[src/rtl/main_control_fsm.sv]
// Multicycle RISC-V main control unit: Moore FSM that sequences fetch, decode,
// memory, execute and writeback phases and drives the datapath control lines.
module main_control_fsm (
  input  logic       CLK,
  input  logic       RST,
  input  logic [6:0] op,
  input  logic       zero,
  input  logic       mem_ready,
  output logic       mem_req,
  output logic       MemWrite,
  output logic       IRWrite,
  output logic       PCWrite,
  output logic       AdrSrc,
  output logic       RegWrite,
  output logic [1:0] ALUSrcA,
  output logic [1:0] ALUSrcB,
  output logic [1:0] ResultSrc,
  output logic [1:0] ALUOP,
  output logic [1:0] ImmSrc,
  output logic [3:0] state_o
);

  typedef enum logic [3:0] {
    S_FETCH    = 4'd0,
    S_DECODE   = 4'd1,
    S_MEMADR   = 4'd2,
    S_MEMREAD  = 4'd3,
    S_MEMWB    = 4'd4,
    S_MEMWRITE = 4'd5,
    S_EXECUTER = 4'd6,
    S_EXECUTEI = 4'd7,
    S_ALUWB    = 4'd8,
    S_BEQ      = 4'd9,
    S_JAL      = 4'd10
  } state_t;

  localparam logic [6:0] OP_LOAD   = 7'b0000011;
  localparam logic [6:0] OP_STORE  = 7'b0100011;
  localparam logic [6:0] OP_RTYPE  = 7'b0110011;
  localparam logic [6:0] OP_ITYPE  = 7'b0010011;
  localparam logic [6:0] OP_BRANCH = 7'b1100011;
  localparam logic [6:0] OP_JAL    = 7'b1101111;

  state_t state_q;
  state_t state_d;

  // State register; reset pulls the machine back to FETCH without waiting for a clock.
  always_ff @(posedge CLK or negedge RST) begin
    if (!RST) begin
      state_q <= S_FETCH;
    end else begin
      state_q <= state_d;
    end
  end

  // Next-state logic; memory-facing states stall until mem_ready.
  always_comb begin
    state_d = state_q;
    case (state_q)
      S_FETCH: begin
        if (mem_ready) begin
          state_d = S_DECODE;
        end else begin
          state_d = S_FETCH;
        end
      end
      S_DECODE: begin
        case (op)
          OP_LOAD, OP_STORE: state_d = S_MEMADR;
          OP_RTYPE:          state_d = S_EXECUTER;
          OP_ITYPE:          state_d = S_EXECUTEI;
          OP_BRANCH:         state_d = S_BEQ;
          OP_JAL:            state_d = S_JAL;
          default:           state_d = S_FETCH;
        endcase
      end
      S_MEMADR: begin
        if (op == OP_LOAD) begin
          state_d = S_MEMREAD;
        end else begin
          state_d = S_MEMWRITE;
        end
      end
      S_MEMREAD: begin
        if (mem_ready) begin
          state_d = S_MEMWB;
        end else begin
          state_d = S_MEMREAD;
        end
      end
      S_MEMWB: state_d = S_FETCH;
      S_MEMWRITE: begin
        if (mem_ready) begin
          state_d = S_FETCH;
        end else begin
          state_d = S_MEMWRITE;
        end
      end
      S_EXECUTER: state_d = S_ALUWB;
      S_EXECUTEI: state_d = S_ALUWB;
      S_ALUWB:    state_d = S_FETCH;
      S_BEQ:      state_d = S_FETCH;
      S_JAL:      state_d = S_ALUWB;
      default:    state_d = S_FETCH;
    endcase
  end

  // Per-state datapath controls; FETCH and BEQ qualify their enables with inputs.
  always_comb begin
    mem_req   = 1'b0;
    MemWrite  = 1'b0;
    IRWrite   = 1'b0;
    PCWrite   = 1'b0;
    AdrSrc    = 1'b0;
    RegWrite  = 1'b0;
    ALUSrcA   = 2'b00;
    ALUSrcB   = 2'b00;
    ResultSrc = 2'b00;
    ALUOP     = 2'b00;
    case (state_q)
      S_FETCH: begin
        mem_req   = 1'b1;
        ALUSrcB   = 2'b10;
        ResultSrc = 2'b10;
        IRWrite   = mem_ready;
        PCWrite   = mem_ready;
      end
      S_DECODE: begin
        ALUSrcA = 2'b01;
        ALUSrcB = 2'b01;
      end
      S_MEMADR: begin
        ALUSrcA = 2'b10;
        ALUSrcB = 2'b01;
      end
      S_MEMREAD: begin
        mem_req = 1'b1;
        AdrSrc  = 1'b1;
      end
      S_MEMWB: begin
        ResultSrc = 2'b01;
        RegWrite  = 1'b1;
      end
      S_MEMWRITE: begin
        mem_req  = 1'b1;
        MemWrite = 1'b1;
        AdrSrc   = 1'b1;
      end
      S_EXECUTER: begin
        ALUSrcA = 2'b10;
        ALUOP   = 2'b10;
      end
      S_EXECUTEI: begin
        ALUSrcA = 2'b10;
        ALUSrcB = 2'b01;
        ALUOP   = 2'b10;
      end
      S_ALUWB: begin
        RegWrite = 1'b1;
      end
      S_BEQ: begin
        ALUSrcA = 2'b10;
        ALUOP   = 2'b01;
        PCWrite = zero;
      end
      S_JAL: begin
        ALUSrcA = 2'b01;
        ALUSrcB = 2'b10;
        PCWrite = 1'b1;
      end
      default: begin
        mem_req = 1'b0;
      end
    endcase
  end

  // Immediate format follows the opcode in every state.
  always_comb begin
    case (op)
      OP_STORE:  ImmSrc = 2'b01;
      OP_BRANCH: ImmSrc = 2'b10;
      OP_JAL:    ImmSrc = 2'b11;
      default:   ImmSrc = 2'b00;
    endcase
  end

  assign state_o = state_q;

endmodule
[config.mk]
export PLATFORM = sky130hd
export DESIGN_NAME = main_control_fsm
export DESIGN_NICKNAME = d
export VERILOG_FILES = /design/src/rtl/main_control_fsm.sv
export SDC_FILE = /design/constraint.sdc
export NUM_CORES = 1
export LEC_CHECK = 0
export BUFFER_PORTS_ARGS = -buffer_cell sky130_fd_sc_hd__buf_4
export CORE_MARGIN = 4
export CORE_UTILIZATION = 29
export DETAILED_ROUTE_END_ITERATION = 10
export HOLD_SLACK_MARGIN = 0.06
export PLACE_DENSITY_LB_ADDON = 0.08
export SLEW_MARGIN = 15
export SYNTH_ARGS = -nofsm -noshare
export SYNTH_HDL_FRONTEND = slang
export SYNTH_SLANG_ARGS = --single-unit
[constraint.sdc]
create_clock -name CLK -period 1.8 [get_ports CLK]
set_input_delay 0.18 -clock CLK [delete_from_list [all_inputs] [get_ports CLK]]
set_output_delay 0.18 -clock CLK [all_outputs]
set_load 0.005 [all_outputs]
======== Yosys cells after proc, flatten, opt, wreduce, memory -nomap -nowiden ========
Cells that the tools add are included.
storage, ports and cells
  flip-flop bits (word level) ............. 4
  input bits .............................. 11
  output and inout bits ................... 20
  logic and storage cells ................. 45
cells by class
  equal/unequal tests ..................... 16
  muxes and demuxes ....................... 17
  reductions and logical operators ........ 11
operators by type and width
  operator              count
  $pmux W4 S6           1
  $pmux W4 S5           1
  $eq A4 B3 Y1 const B  4
  $pmux W2 S2           4
  $eq A7 B6 Y1 const B  2
  $eq A7 B7 Y1 const B  2
  $eq A4 B4 Y1 const B  3
  $reduce_or A2 Y1      6
  $mux W3               3
  $reduce_or A3 Y1      3
  $eq A4 B2 Y1 const B  2
  $eq A7 B2 Y1 const B  1
  $eq A7 B5 Y1 const B  1
  $mux W1               6
  $pmux W2 S3           1
  $eq A4 B1 Y1 const B  1
  $logic_not A4 Y1      1
  $reduce_or A4 Y1      1
  $pmux W1 S3           1

======== Longest topological paths before layout ========
  depth in word-level cells ............... 4
  gate-level depth with buffers ........... 5

======== Least setup slack after synthesis ========
OpenSTA, ideal clock, no wires.
  kind .................................... reg2out
  from .................................... reg state_q[2], in the netlist state_o[2]
  to ...................................... out IRWrite
  arrival time ............................ 1.142 ns
  data required time ...................... 1.620 ns
  path slack .............................. 0.478 ns
  cell stages (with the launch flop) ...... 4
  path buffers ............................ 1
  cell sequence ........................... dfrtp_1 > buf_2 > nor4_1 > and2_1
on the way
  word-level cells in the longest chain between the ends .. 2
RTL lines
  what                    RTL line  RTL
  start, declared         44        state_t state_q;
  start signal, assigned  52        state_q <= state_d;
  $logic_not A4 Y1        120       case (state_q)
  $mux W1                 120
  end, declared           11        output logic IRWrite,
No other way between the ends.

======== Worst setup path in the final report ========
  from .................................... reg state_q[1], in the netlist state_o[1]
  to ...................................... out ALUSrcB[0]
on the way
  word-level cells in the longest chain between the ends .. 3
  elaborated cells between the ends (all ways) .. 8
  classes of those cells .................. eq/ne: 4; mux: 1; reduce/logical: 3
RTL lines
  what                                                                   RTL line  RTL
  $eq A4 B3 Y1 (tied with other cells)                                   120
  $reduce_or A3 Y1 (no source line) or $reduce_or A2 Y1 (tied branches)  -
  $pmux W2 S2 (*)                                                        120
  end, declared                                                          16        output logic [1:0] ALUSrcB,
Mark *: on every way between the ends. The rest lies on a longest branch, timed or not.

==> flow_summary.ini <==
[grt]
grt-ovfl-total = 0
track_usage_pct = 12.9
grt_pass1_wl_mm = 2.67
first_global_vias = 624
antenna_found_initial = 0
grt_start_max_net_pins = 16

[cells_and_area]
final_util_pct = 46.8
drive_gt1_share_pct = 33.6
areaGrowthSynthToFinish_pct = 50.1
final_common_cell = buf_4
design_area_um2 = 817
largest_reg_flops = 4
multi_input_area_um2 = 402
num_antenna_cells = 0
final_cells = 132
final-seq-area_um2 = 100
fillers = 199
mostFrequentLayoutCells = buf_4, nand2_1, nor2_1
nets = 120

[sta]
hold_violations = 0
rsz0062_at_grt = true
relSlewSlack_pct = 68.5
fmax_mhz = 588
setup_ws_ns = 0.100
finalSetupViolCount = 0
slew_viol_final = 0
holdWs_ns = 0.245
fin_crit_sh_pct = 94.4
fin_tns_setup_ns = 0
skew_ns = 0.00218
final.min_clock_period_ns = 1.70
worst_pin_slew_ns = 0.472

[synth]
ys_ff_latch = 4
ys_warn_count = 0
yosysSeqAreaShare_pct = 18.4
synth_cell_types = 37
syn_inst = 76
synth_nets = 87
syn_area_um2 = 544
avgSynthCellArea_um2 = 7.16

[die]
dieArea_um2 = 2630
core.rowCount = 15
die_h_um = 51.3
io-pin-count = 31
die_w_um = 51.3
core-area_um2 = 1750
start_util_pct = 31.2

[worst_setup_path]
crit_family = flip-flops
startpoint_type = register
crit_type = reg2out
worstPathRequired_ns = 1.62
worstPathArrival_ns = 1.52
cpPeakStageDelay_ns = 0.53
rr_endpoint = state_o[2]$_DFF_PN0_
critical_path_buf_inv_count = 1
cpMaxStageDelayCell = dfrtp_1
reg2reg_slack_ns = 0.36
reg2regPathDepth = 3
crit_path_end = ALUSrcB[0]
r2r_start = state_o[2]$_DFF_PN0_
crit_start = state_o[1]$_DFF_PN0_
crit_fanout = 14
cp_cell_sequence = nor2b_1 > nand2_1 > a21oi_1 > buf_4
cp-end-kind = output pin
cp_num_cells = 4

[power]
leakagePower_nw = 0.386
power_uw = 361
p_per_area_nw_per_um2 = 442
ir_drop_uv = 523

[min_path]
whs_path_depth = 3
min_path_type = in2reg

[clocking]
ctsLongestPathBuffers = 2
numCtsBuffers = 3
clkSlewWorstSetupHoldPaths_ns = 0.04
cts.htree.levels = 1
cts-root-buf = clkbuf_4
cts_resized = 0
cts.sinks = 4
cts_tree = built
post_cts_buffers = 0
insertion_delay_ns = 0.23

[route]
drt_wl_total_mm = 1.58
drc_errors = 0
vias = 661
drt_pre_antenna_iters = 4
drtIter0Drc = 4
via_per_inst = 5.01
ant_nets = 0
wire_per_inst_um = 11.9

[place]
gp_congestion = 0.770
postPlaceCellArea_um2 = 785
place_ws_ns = 0.339
io_buffers = 30
dp_hpwl_mm = 1.22
placedCellCount = 128

[flow_run]
drv_cap = 0

[run_status]
status = complete, no violations
## area by class of cell
class	count	area share, %
clock buffer	3	2.76
tap	25	3.83
inverter	3	1.38
sequential	4	12.3
multi-input combinational	64	49.2
timing repair buffer	33	30.6
## power by group
part	switching, mW	internal, mW	leakage [nW]	total [mW]
registers	0.0122	0.0941	0.0539	0.106
logic	0.0644	0.0827	0.318	0.147
clock network	0.0334	0.0743	0.0138	0.108
## routing by layer
metal	vias to the layer above	part of all wire (%)	global-route usage (%)
met5	-	0	0
met4	0	0	3.49
met2	22	48	20.0
met1	297	45	17.0
li1	342	-	-
met3	0	7.6	4.37
## cells by family (layout without fill, tap and decap cells)
family / after synthesis / after routing / share of synthesized area (%)
xor+xnor: 4 / 4 / 6.44
flops: 4 / 4 / 18.4
buf+inv: 8 / 39 / 7.82
compound gates: 20 / 20 / 26.0
simple gates: 40 / 40 / 41.4
## worst min path at each step
stage,end,slack [ns],startpoint
floorplan,state_o[0]$_DFF_PN0_,-0.12,RST
global placement,state_o[3]$_DFF_PN0_,-0.02,RST
detailed placement,state_o[1]$_DFF_PN0_,-0.02,RST
CTS,state_o[2]$_DFF_PN0_,0.24,op[4]
global route,state_o[2]$_DFF_PN0_,0.25,op[4]
finish,state_o[2]$_DFF_PN0_,0.24,op[4]
## cell usage after synthesis, drive strengths merged
master | n | share of area, %
nor4 | 1 | 1.2
a21o | 1 | 1.4
a211oi | 1 | 1.4
dfrtp | 4 | 18
o2111ai | 1 | 1.6
and2 | 2 | 2.3
or2 | 1 | 1.2
a32o | 1 | 1.8
nand3b | 2 | 2.8
a211o | 1 | 1.6
nand2b | 3 | 3.4
nand3 | 1 | 0.92
nor3b | 2 | 2.8
a41oi | 1 | 1.6
and3b | 1 | 1.6
o21a | 1 | 1.4
or3 | 2 | 2.3
xor2 | 1 | 1.6
and4 | 1 | 1.6
o311ai | 1 | 1.6
o211a | 1 | 1.8
inv | 3 | 2.1
nor2 | 6 | 4.1
o21ai | 2 | 1.8
buf | 5 | 5.7
a21oi | 4 | 3.7
o22ai | 1 | 1.2
and3 | 2 | 2.3
or3b | 1 | 1.6
xnor2 | 3 | 4.8
nand2 | 6 | 4.1
o211ai | 2 | 2.8
a31oi | 2 | 2.3
nor2b | 4 | 4.6
nor3 | 5 | 4.6
## worst reg2reg max path, stage by stage, from the launching register on
cell,delay [ns]
dfrtp_1,0.60
or3b_1,0.39
a211o_1,0.29
o211ai_1,0.07
## what timing repair did
item                                    in CTS  in global routing
endpoints found under the hold margin        4                  0
hold buffers                                 1                  0
endpoints found under the setup margin       0                  2
Note: power is estimated with default switching activity, not from simulation.
